## config.mk

```make
export PLATFORM = sky130hd
export DESIGN_NAME = axil_cmd_master
export DESIGN_NICKNAME = d
export VERILOG_FILES = /design/src/rtl/axil_cmd_master_pkg.sv /design/src/rtl/axil_cmd_master_valid.sv /design/src/rtl/axil_cmd_master.sv
export SDC_FILE = /design/constraint.sdc
export NUM_CORES = 1
export LEC_CHECK = 0
export CAP_MARGIN = 10
export CORE_ASPECT_RATIO = 2
export CORE_MARGIN = 2
export CORE_UTILIZATION = 37
export CTS_CLUSTER_SIZE = 12
export DETAILED_ROUTE_END_ITERATION = 12
export HOLD_SLACK_MARGIN = 0.02
export PLACE_DENSITY = 0.83
export SLEW_MARGIN = 30
export SYNTH_ARGS = -nofsm -noshare
export SYNTH_HDL_FRONTEND = slang
export SYNTH_SLANG_ARGS = --single-unit
```

## constraint.sdc

```tcl
create_clock -name aclk -period 1.45 [get_ports aclk]
set_input_delay 0.29 -clock aclk [delete_from_list [all_inputs] [get_ports aclk]]
set_output_delay 0.29 -clock aclk [all_outputs]
set_load 0.02 [all_outputs]
```

## src/rtl/axil_cmd_master_pkg.sv

```systemverilog
// Shared definitions for the AXI-Lite command master: FSM state encodings,
// AXI response codes and a small response classification helper.
package axil_cmd_master_pkg;

    // FSM state encodings
    localparam logic [2:0] ST_IDLE = 3'd0;
    localparam logic [2:0] ST_WR   = 3'd1;
    localparam logic [2:0] ST_WR_B = 3'd2;
    localparam logic [2:0] ST_RD_A = 3'd3;
    localparam logic [2:0] ST_RD_R = 3'd4;
    localparam logic [2:0] ST_RSP  = 3'd5;

    // AXI response codes
    localparam logic [1:0] RESP_OKAY   = 2'd0;
    localparam logic [1:0] RESP_EXOKAY = 2'd1;
    localparam logic [1:0] RESP_SLVERR = 2'd2;
    localparam logic [1:0] RESP_DECERR = 2'd3;

    // Any response other than OKAY counts as an error for the sticky flag
    function automatic logic resp_is_err(input logic [1:0] resp);
        return (resp != RESP_OKAY);
    endfunction

endpackage

```

## src/rtl/axil_cmd_master_valid.sv

```systemverilog
// Per-channel "assert valid, hold payload until handshake" register.
// valid is purely registered: it never depends combinationally on ready.
module axil_valid_hold #(
    parameter int W = 32
) (
    input  logic         clk,
    input  logic         areset,
    input  logic         load,
    input  logic [W-1:0] load_data,
    input  logic         ready,
    output logic         valid,
    output logic [W-1:0] data
);

    logic         valid_r;
    logic [W-1:0] data_r;

    // Capture payload on load, drop valid the cycle after the handshake
    always_ff @(posedge clk) begin
        if (areset) begin
            valid_r <= 1'b0;
            data_r  <= '0;
        end else if (load) begin
            valid_r <= 1'b1;
            data_r  <= load_data;
        end else if (valid_r && ready) begin
            valid_r <= 1'b0;
        end
    end

    assign valid = valid_r;
    assign data  = data_r;

endmodule

```

## src/rtl/axil_cmd_master.sv

```systemverilog
// Single-outstanding AXI-Lite master: takes one read or write command,
// runs it on the bus, and presents the result on a response handshake.
module axil_cmd_master
    import axil_cmd_master_pkg::*;
#(
    parameter int ADDR_SIZE  = 32,
    parameter int DATA_WIDTH = 32,
    parameter int num_strobe = DATA_WIDTH / 8
) (
    input  logic                  aclk,
    input  logic                  areset,
    input  logic                  cmd_valid,
    output logic                  cmd_ready,
    input  logic                  cmd_write,
    input  logic [ADDR_SIZE-1:0]  cmd_addr,
    input  logic [DATA_WIDTH-1:0] cmd_wdata,
    input  logic [num_strobe-1:0] cmd_wstrb,
    output logic [ADDR_SIZE-1:0]  awaddr,
    output logic                  awvalid,
    input  logic                  awready,
    output logic [DATA_WIDTH-1:0] wdata,
    output logic [num_strobe-1:0] wstrb,
    output logic                  wvalid,
    input  logic                  wready,
    input  logic [1:0]            bresp,
    input  logic                  bvalid,
    output logic                  bready,
    output logic [ADDR_SIZE-1:0]  araddr,
    output logic                  arvalid,
    input  logic                  arready,
    input  logic [DATA_WIDTH-1:0] rdata,
    input  logic [1:0]            rresp,
    input  logic                  rvalid,
    output logic                  rready,
    output logic                  rsp_valid,
    input  logic                  rsp_ready,
    output logic                  rsp_write,
    output logic [DATA_WIDTH-1:0] rsp_rdata,
    output logic [1:0]            rsp_resp,
    output logic                  err_sticky,
    input  logic                  err_clr,
    output logic [15:0]           txn_count
);

    localparam int WB_W  = DATA_WIDTH + num_strobe;
    localparam int RSP_W = 1 + DATA_WIDTH + 2;

    logic [2:0]       state_r;
    logic [2:0]       next_state_s;
    logic             cmd_ready_r;
    logic             bready_r;
    logic             rready_r;
    logic             err_sticky_r;
    logic [15:0]      txn_count_r;

    logic             accept_s;
    logic             wr_done_s;
    logic             b_cap_s;
    logic             r_cap_s;
    logic             cap_s;
    logic [1:0]       cap_resp_s;
    logic             rsp_hs_s;
    logic [WB_W-1:0]  w_hold_s;
    logic [RSP_W-1:0] rsp_load_s;
    logic [RSP_W-1:0] rsp_hold_s;

    assign accept_s  = cmd_valid && cmd_ready_r;
    // Each write channel is finished once its valid has dropped or is handshaking now
    assign wr_done_s = (!awvalid || awready) && (!wvalid || wready);
    assign b_cap_s   = bready_r && bvalid;
    assign r_cap_s   = rready_r && rvalid;
    assign cap_s     = b_cap_s || r_cap_s;
    assign rsp_hs_s  = rsp_valid && rsp_ready;

    // Select the response being captured; reads carry data, writes carry zero
    always_comb begin
        cap_resp_s = rresp;
        rsp_load_s = {1'b0, rdata, rresp};
        if (b_cap_s) begin
            cap_resp_s = bresp;
            rsp_load_s = {1'b1, {DATA_WIDTH{1'b0}}, bresp};
        end else begin
            cap_resp_s = rresp;
            rsp_load_s = {1'b0, rdata, rresp};
        end
    end

    // Next-state logic for the single-transaction sequencer
    always_comb begin
        next_state_s = state_r;
        case (state_r)
            ST_IDLE: begin
                if (accept_s) next_state_s = cmd_write ? ST_WR : ST_RD_A;
                else          next_state_s = ST_IDLE;
            end
            ST_WR: begin
                if (wr_done_s) next_state_s = ST_WR_B;
                else           next_state_s = ST_WR;
            end
            ST_WR_B: begin
                if (b_cap_s) next_state_s = ST_RSP;
                else         next_state_s = ST_WR_B;
            end
            ST_RD_A: begin
                if (arvalid && arready) next_state_s = ST_RD_R;
                else                    next_state_s = ST_RD_A;
            end
            ST_RD_R: begin
                if (r_cap_s) next_state_s = ST_RSP;
                else         next_state_s = ST_RD_R;
            end
            ST_RSP: begin
                if (rsp_hs_s) next_state_s = ST_IDLE;
                else          next_state_s = ST_RSP;
            end
            default: next_state_s = ST_IDLE;
        endcase
    end

    // State register and registered ready outputs decoded from the next state
    always_ff @(posedge aclk) begin
        if (areset) begin
            state_r     <= ST_IDLE;
            cmd_ready_r <= 1'b0;
            bready_r    <= 1'b0;
            rready_r    <= 1'b0;
        end else begin
            state_r     <= next_state_s;
            cmd_ready_r <= (next_state_s == ST_IDLE);
            bready_r    <= (next_state_s == ST_WR_B);
            rready_r    <= (next_state_s == ST_RD_R);
        end
    end

    // Sticky error flag (a new error beats a coincident clear) and completion counter
    always_ff @(posedge aclk) begin
        if (areset) begin
            err_sticky_r <= 1'b0;
            txn_count_r  <= 16'd0;
        end else begin
            if (cap_s && resp_is_err(cap_resp_s)) err_sticky_r <= 1'b1;
            else if (err_clr)                     err_sticky_r <= 1'b0;
            if (rsp_hs_s) txn_count_r <= txn_count_r + 16'd1;
        end
    end

    axil_valid_hold #(.W(ADDR_SIZE)) u_aw (
        .clk(aclk), .areset(areset), .load(accept_s && cmd_write), .load_data(cmd_addr),
        .ready(awready), .valid(awvalid), .data(awaddr)
    );

    axil_valid_hold #(.W(WB_W)) u_w (
        .clk(aclk), .areset(areset), .load(accept_s && cmd_write), .load_data({cmd_wdata, cmd_wstrb}),
        .ready(wready), .valid(wvalid), .data(w_hold_s)
    );

    axil_valid_hold #(.W(ADDR_SIZE)) u_ar (
        .clk(aclk), .areset(areset), .load(accept_s && !cmd_write), .load_data(cmd_addr),
        .ready(arready), .valid(arvalid), .data(araddr)
    );

    axil_valid_hold #(.W(RSP_W)) u_rsp (
        .clk(aclk), .areset(areset), .load(cap_s), .load_data(rsp_load_s),
        .ready(rsp_ready), .valid(rsp_valid), .data(rsp_hold_s)
    );

    assign wdata      = w_hold_s[WB_W-1:num_strobe];
    assign wstrb      = w_hold_s[num_strobe-1:0];
    assign rsp_write  = rsp_hold_s[RSP_W-1];
    assign rsp_rdata  = rsp_hold_s[RSP_W-2:2];
    assign rsp_resp   = rsp_hold_s[1:0];
    assign cmd_ready  = cmd_ready_r;
    assign bready     = bready_r;
    assign rready     = rready_r;
    assign err_sticky = err_sticky_r;
    assign txn_count  = txn_count_r;

endmodule

```

==> results of run 1 <==
## sequential cells by signal, indices dropped and copies added, names as in the netlist
| register | cells |
|---|---|
| u_rsp.valid | 1 |
| err_sticky | 1 |
| txn_count | 16 |
| u_w.data | 36 |
| u_ar.valid | 1 |
| cmd_ready | 1 |
| state_r | 3 |
| rready | 1 |
| u_rsp.data | 35 |
| u_w.valid | 1 |
| u_aw.valid | 1 |
| bready | 1 |
| u_ar.data | 32 |
| u_aw.data | 32 |
## synth_stat cells (all sizes together) (2+ instances only)
master,instances,area (sq um)
a22o,3,26.3
or4,3,22.5
a21oi,146,731
a22oi,2,15.0
o31ai,3,22.5
dfxtp,162,3240
nor3,6,30.0
nand3,9,50.1
buf,8,38.8
and4,3,27.5
xor2,2,17.5
inv,3,11.3
nor4b,2,17.5
or3,4,31.3
and2,2,12.5
nor2b,4,25.0
xnor2,7,61.3
nand2b,6,37.5
clkbuf,42,168
a311oi,2,17.5
nor2,14,52.6
nand2,284,1070
o21ai,7,35.0
nand4,4,25.0
## layout by cell type, fill, tap and decap left out, drive strengths merged, types with 4 or more instances in the layout
master         count
nor3               6
nand4              4
nor2              14
nand3              9
nand2b             6
buf               50
clkinv             4
clkbuf            27
nor2b              4
inv                9
dfxtp            162
dlygate4sd2      111
nand2            284
o21ai              7
clkdlybuf4s15     33
a21oi            146
xnor2              7
or3                4
clkdlybuf4s50    113
## cell families after synthesis
| logic type | Yosys count | synth area share (%) |
|---|---|---|
| AO/OA/AOI/OAI | 166 | 14.9 |
| XOR/XNOR | 9 | 1.35 |
| adder cells (fa/ha/maj) | 1 | 0.214 |
| buffers and inverters | 53 | 3.72 |
| flip-flops | 162 | 55.4 |
| AND/OR/NAND/NOR | 346 | 24.5 |
## path summary, 6_finish.rpt
check,cells past startpoint,slack [ps],end,startpoint
setup / recovery,4,-30,txn_count[12],txn_count[4]
hold reg to reg,2,450,u_aw.data[20],u_aw.data[20]
hold / removal,2,150,u_ar.valid,areset
setup reg to reg,4,-30,txn_count[12],txn_count[4]
## power groups by stage
stage | registers, mW | clock network, mW | logic (mW)
2_1_floorplan | 4.97 | 0 | 0.416
3_3_place_gp | 4.80 | 0 | 1.41
3_5_place_dp | 4.81 | 0 | 1.43
4_1_cts | 4.70 | 4.65 | 1.34
5_1_grt | 4.72 | 4.85 | 1.44
6_report | 4.70 | 4.54 | 1.34
## per-layer routing
layer | routed length (um) | GRT usage (%) | up-vias
li1 | - | - | 2990
met1 | 7260 | 24.8 | 2806
met2 | 9050 | 37.0 | 281
met3 | 2000 | 7.76 | 14
met4 | 242 | 7.65 | 0
met5 | 0 | 0 | -
## cell type report
cell class                      count  area share [%]
Sequential cell                   162            34.4
Clock inverter                     13            1.55
Multi-Input combinational cell    522            25.5
Timing Repair Buffer              315            31.0
Tap cell                          201            2.63
Clock buffer                       19            4.75
Inverter                            3           0.118
## worst max-delay path: stages (launching register included)
cell and delay (ps):
dfxtp_4 380, nand3_4 80, or3_4 390, or4_4 420, a21oi_2 140
## per-stage QoR
stage                     std cells  power (mW)
after floorplan                 737        5.39
after global placement         1202        6.21
after detailed placement       1202        6.24
after CTS                      1235        10.7
after global routing           1235        11.0
final                          1235        10.6
## timing repair
item                                    in CTS  in global routing
endpoints found under the setup margin     161                 44
pin swaps                                    2                  2
gates cloned                                 0                  0
buffers inserted                             1                  0
gates resized for setup                    207                 47
==> impl_metrics.ini, run 1 <==
[run_status]
status = complete, but fails checks
violations = setup timing

[sta]
post-route-min-period_ps = 1480
hold_slack_ps = 146
fin_setup_tns_ps = -31.1
setup_ws_ps = -27.8
slew_headroom_pct = 73.2
rsz0062_at_grt = yes
tightest_slew_ps = 398
slew_viol_final = 0
final-setup-viol-count = 2
period_share_pct = 102
finClkSkew_ps = 7.71
hold_viol_final = 0
fmax_mhz = 677

[clock_network]
cts_tree = yes
path_clk_slew_ps = 70
cts_buffers = 17
htreeDepth = 4
cts-root-buf = clkbuf_16
clock-sinks = 162
clock_latency_ps = 420
cts_buffer_depth = 2
cts_hold_buf = 0

[power]
irDropWorstVdd_mv = 0.889
switching_power_mw = 2.68
seqPwrFrac_pct = 44.4
pwr-share-comb_pct = 12.7
intPower_mw = 7.90
p_clk_share_pct = 42.9
p_leak_nw = 3.93
switching_share_pct = 25.3
power_per_cell_area_nw_per_um2 = 1110

[placement]
gp_congestion = 0.873
dp_hpwl_um = 13400
place_ws_ps = -441
numPortBuffers = 273
dpl-instance-area_sq_um = 9100

[detailed_routing]
drt_iter0_markers = 282
drtPass1Iterations = 5
wirelength_um = 18600
avgViaCountPerCell = 4.93
wl_per_cell_um = 15.0
drcViolationCount = 0
num_vias = 6091
drtAntennaViolNets = 0

[global_routing]
grt_pass1_wl_um = 29700
grt_pass1_vias = 6102
overflow = 0
antenna_found_initial = 0
grt_use_total_pct = 21.7
grt_max_degree = 89

[synth]
synth-seq-cells = 162
yosysUniqueCellTypes = 40
synth.avg_cell_area_sq_um = 7.95
synth_edf_count = 0
synth_top_flop_cell = dfxtp_1
syn_nets = 853
ys_warn_count = 0
synthCells = 737
syn_area_sq_um = 5860
ys_seq_area_share_pct = 55.4
synthArstFlopShare_pct = 0

[floorplanning]
io_pins = 274
die_h_um = 182
dieArea_sq_um = 16900
coreArea_sq_um = 15600
num_rows = 65
die_width_um = 93.0
start_util_pct = 37.5

[finish]
fin_util_pct = 61.1
multi_input_area_sq_um = 2440
antenna_cells = 0
final_area_sq_um = 9550
area_growth_pct = 62.9
nets = 1137
num-fill-cells = 1356
drive_above_1_share_pct = 12.8
seq_area_sq_um = 3290

[setup_path]
critPathRequiredTime_ps = 1790
critical_path_class = reg2reg
end_kind = flip-flop
worstPathMaxFanout = 5
worst_ep_arrival_time_ps = 1820
critPathLaunchType = flip-flop

[min_path]
min_path_type = in2reg

[flow_run]
max_cap_violations = 0
(Power assumes the default switching activity.)
==> inputs of run 2 (changes only) <==
Settings changed: CORE_UTILIZATION 37 to 44, PLACE_DENSITY 0.83 to 0.92.
Clock period 1.45 ns to 1.73 ns, I/O delays scaled along.
==> run 2 against run 1 <==
  * The run now ends clean
  * Global-route usage grew 3.7 points
  * Sequential cell count did not move
  * Non-clock buffer count down 15
  * Worst hold slack improved by 130 ps
  * Via count grew 0.67%
  * Core utilization increased by 12 points
  * Clock power down 19%
  * Power is 17% lower
  * Setup slack improved by 52 ps
  * Sequential share of layout area fell by 0.43 points
  * Critical path type is now reg2out
  * Largest cell class unchanged
  * Largest power group unchanged
==> impl_metrics.ini, run 2 (synthesis gave the netlist of run 1 again) <==
[run_status]
status = finished, final reports clean

[finish]
area_growth_pct = 62.8
num-fill-cells = 949
mostFrequentLayoutCells = 284 x nand2_1, 162 x dfxtp_1, 146 x a21oi_1
drive_above_1_share_pct = 6.58
antenna_cells = 0
final_common_cell = nand2_1
fin_util_pct = 73.4
largest_reg_flops = 36
seq_area_sq_um = 3240
multi_input_area_sq_um = 2400
layoutNonFillerInstCount = 1171
nets = 1122

[clock_network]
cts-root-buf = clkbuf_16
cts_buffers = 17
clock_latency_ps = 410
cts_tree = yes
path_clk_slew_ps = 70
htreeDepth = 4
cts_buffer_depth = 2
postCtsSetupBuffers = 0
clock-sinks = 162

[setup_path]
cpMaxStageDelayCell = clkdlybuf4s50_1
max_stage_delay_ps = 620
critPathLaunchType = flip-flop
worstPathMaxFanout = 2
critical-path-top-delay-family = buffers and inverters
r2r_slack_ps = 170
end_kind = output port
critPathRequiredTime_ps = 1380
critical_path_class = reg2out
worst_ep_arrival_time_ps = 1360
worstPathCellList = clkdlybuf4s50_1
critPathBufInv = 1

[detailed_routing]
drtAntennaViolNets = 0
drcViolationCount = 0
wirelength_um = 19000
num_vias = 6132
wl_per_cell_um = 16.2
avgViaCountPerCell = 5.24
drtPass1Iterations = 7
drt_iter0_markers = 257

[sta]
finClkSkew_ps = 11.1
slew_viol_final = 0
period_share_pct = 98.6
final-setup-viol-count = 0
slew_headroom_pct = 73.4
hold_viol_final = 0
fmax_mhz = 586
tightest_slew_ps = 393
setup_ws_ps = 23.9
post-route-min-period_ps = 1710
hold_slack_ps = 271

[floorplanning]
die_h_um = 167
dieArea_sq_um = 14300
coreArea_sq_um = 13000
num_rows = 59
die_width_um = 85.6
io_pins = 274
start_util_pct = 45.1

[global_routing]
overflow = 0
antenna_found_initial = 0
grt_pass1_wl_um = 29100
grt_pass1_vias = 6083
grt_use_total_pct = 25.4
grt_max_degree = 58

[power]
pwr-share-comb_pct = 13.2
p_clk_share_pct = 41.8
switching_power_mw = 2.30
irDropWorstVdd_mv = 0.863
seqPwrFrac_pct = 45.0
intPower_mw = 6.46
switching_share_pct = 26.3
p_leak_nw = 4.66
power_per_cell_area_nw_per_um2 = 919

[placement]
dp_cells = 1139
gp_congestion = 0.861
place_ws_ps = -268
numPortBuffers = 273
dp_hpwl_um = 13500

[min_path]
min_path_type = in2reg

[flow_run]
max_cap_violations = 0
## run 2: cell types whose count changed in the layout (fill, tap and decap cells not counted), sizes merged
cell           before  now
buf                50   28
bufinv              2    1
clkbuf             27   17
clkdlybuf4s15      33    0
clkdlybuf4s50     113  145
clkinv              4    5
clkinvlp            1    2
dlygate4sd2       111   67
dlymetal6s2s        0   60
inv                 9   10
## run 2: path summary, 6_finish.rpt
check	cells past startpoint	from	end
hold reg to reg	2	u_rsp.data[30]	u_rsp.data[30]
setup / recovery	1	u_w.data[29]	wdata[25]
hold / removal	2	areset	u_ar.data[31]
setup reg to reg	4	txn_count[3]	txn_count[14]
## run 2: per-layer routing
layer,vias up,share of wire (%),GRT usage (%)
li1,2959,-,-
met1,2857,35,25.8
met2,252,55,47.0
met3,64,5.2,5.67
met4,0,5.0,12.8
met5,-,0,0
## run 2: metrics by stage
step	area [sq um]	TNS [ps]	power, mW
2_1_floorplan	5860	0	4.52
3_3_place_gp	8890	-879	5.19
3_5_place_dp	8890	-2340	5.22
4_1_cts	9390	0	8.84
5_1_grt	9540	-34.4	9.07
6_report	9540	0	8.76
## run 2: timing repair
item                                    4_1_cts  5_1_grt
cloned                                        0        0
gates resized for setup                      67       60
hold buffers                                  0        0
endpoints found under the setup margin       67       60
## run 2: power by group through the flow
| stage | clock network, mW | logic [mW] | registers [mW] |
|---|---|---|---|
| finish | 3.67 | 1.15 | 3.94 |
| detailed placement | 0 | 1.19 | 4.03 |
| floorplan | 0 | 0.348 | 4.18 |
| CTS | 3.73 | 1.16 | 3.95 |
| global placement | 0 | 1.17 | 4.02 |
| global route | 3.87 | 1.24 | 3.96 |
## run 2: layout make-up
| class | instances | area share, % |
|---|---|---|
| sequential | 162 | 34.0 |
| inverter | 3 | 0.118 |
| multi-input combinational | 522 | 25.2 |
| tap | 152 | 1.99 |
| clock inverter | 15 | 1.59 |
| clock buffer | 17 | 4.46 |
| timing repair buffer | 300 | 32.6 |
==> inputs of run 3 (changes only) <==
Settings changed: ABC_CLOCK_PERIOD_IN_PS set to 1730, HOLD_SLACK_MARGIN 0.02 to 0.05.
==> results of run 3 <==
No change in the layout: final DEF, timing and power equal those of run 2.
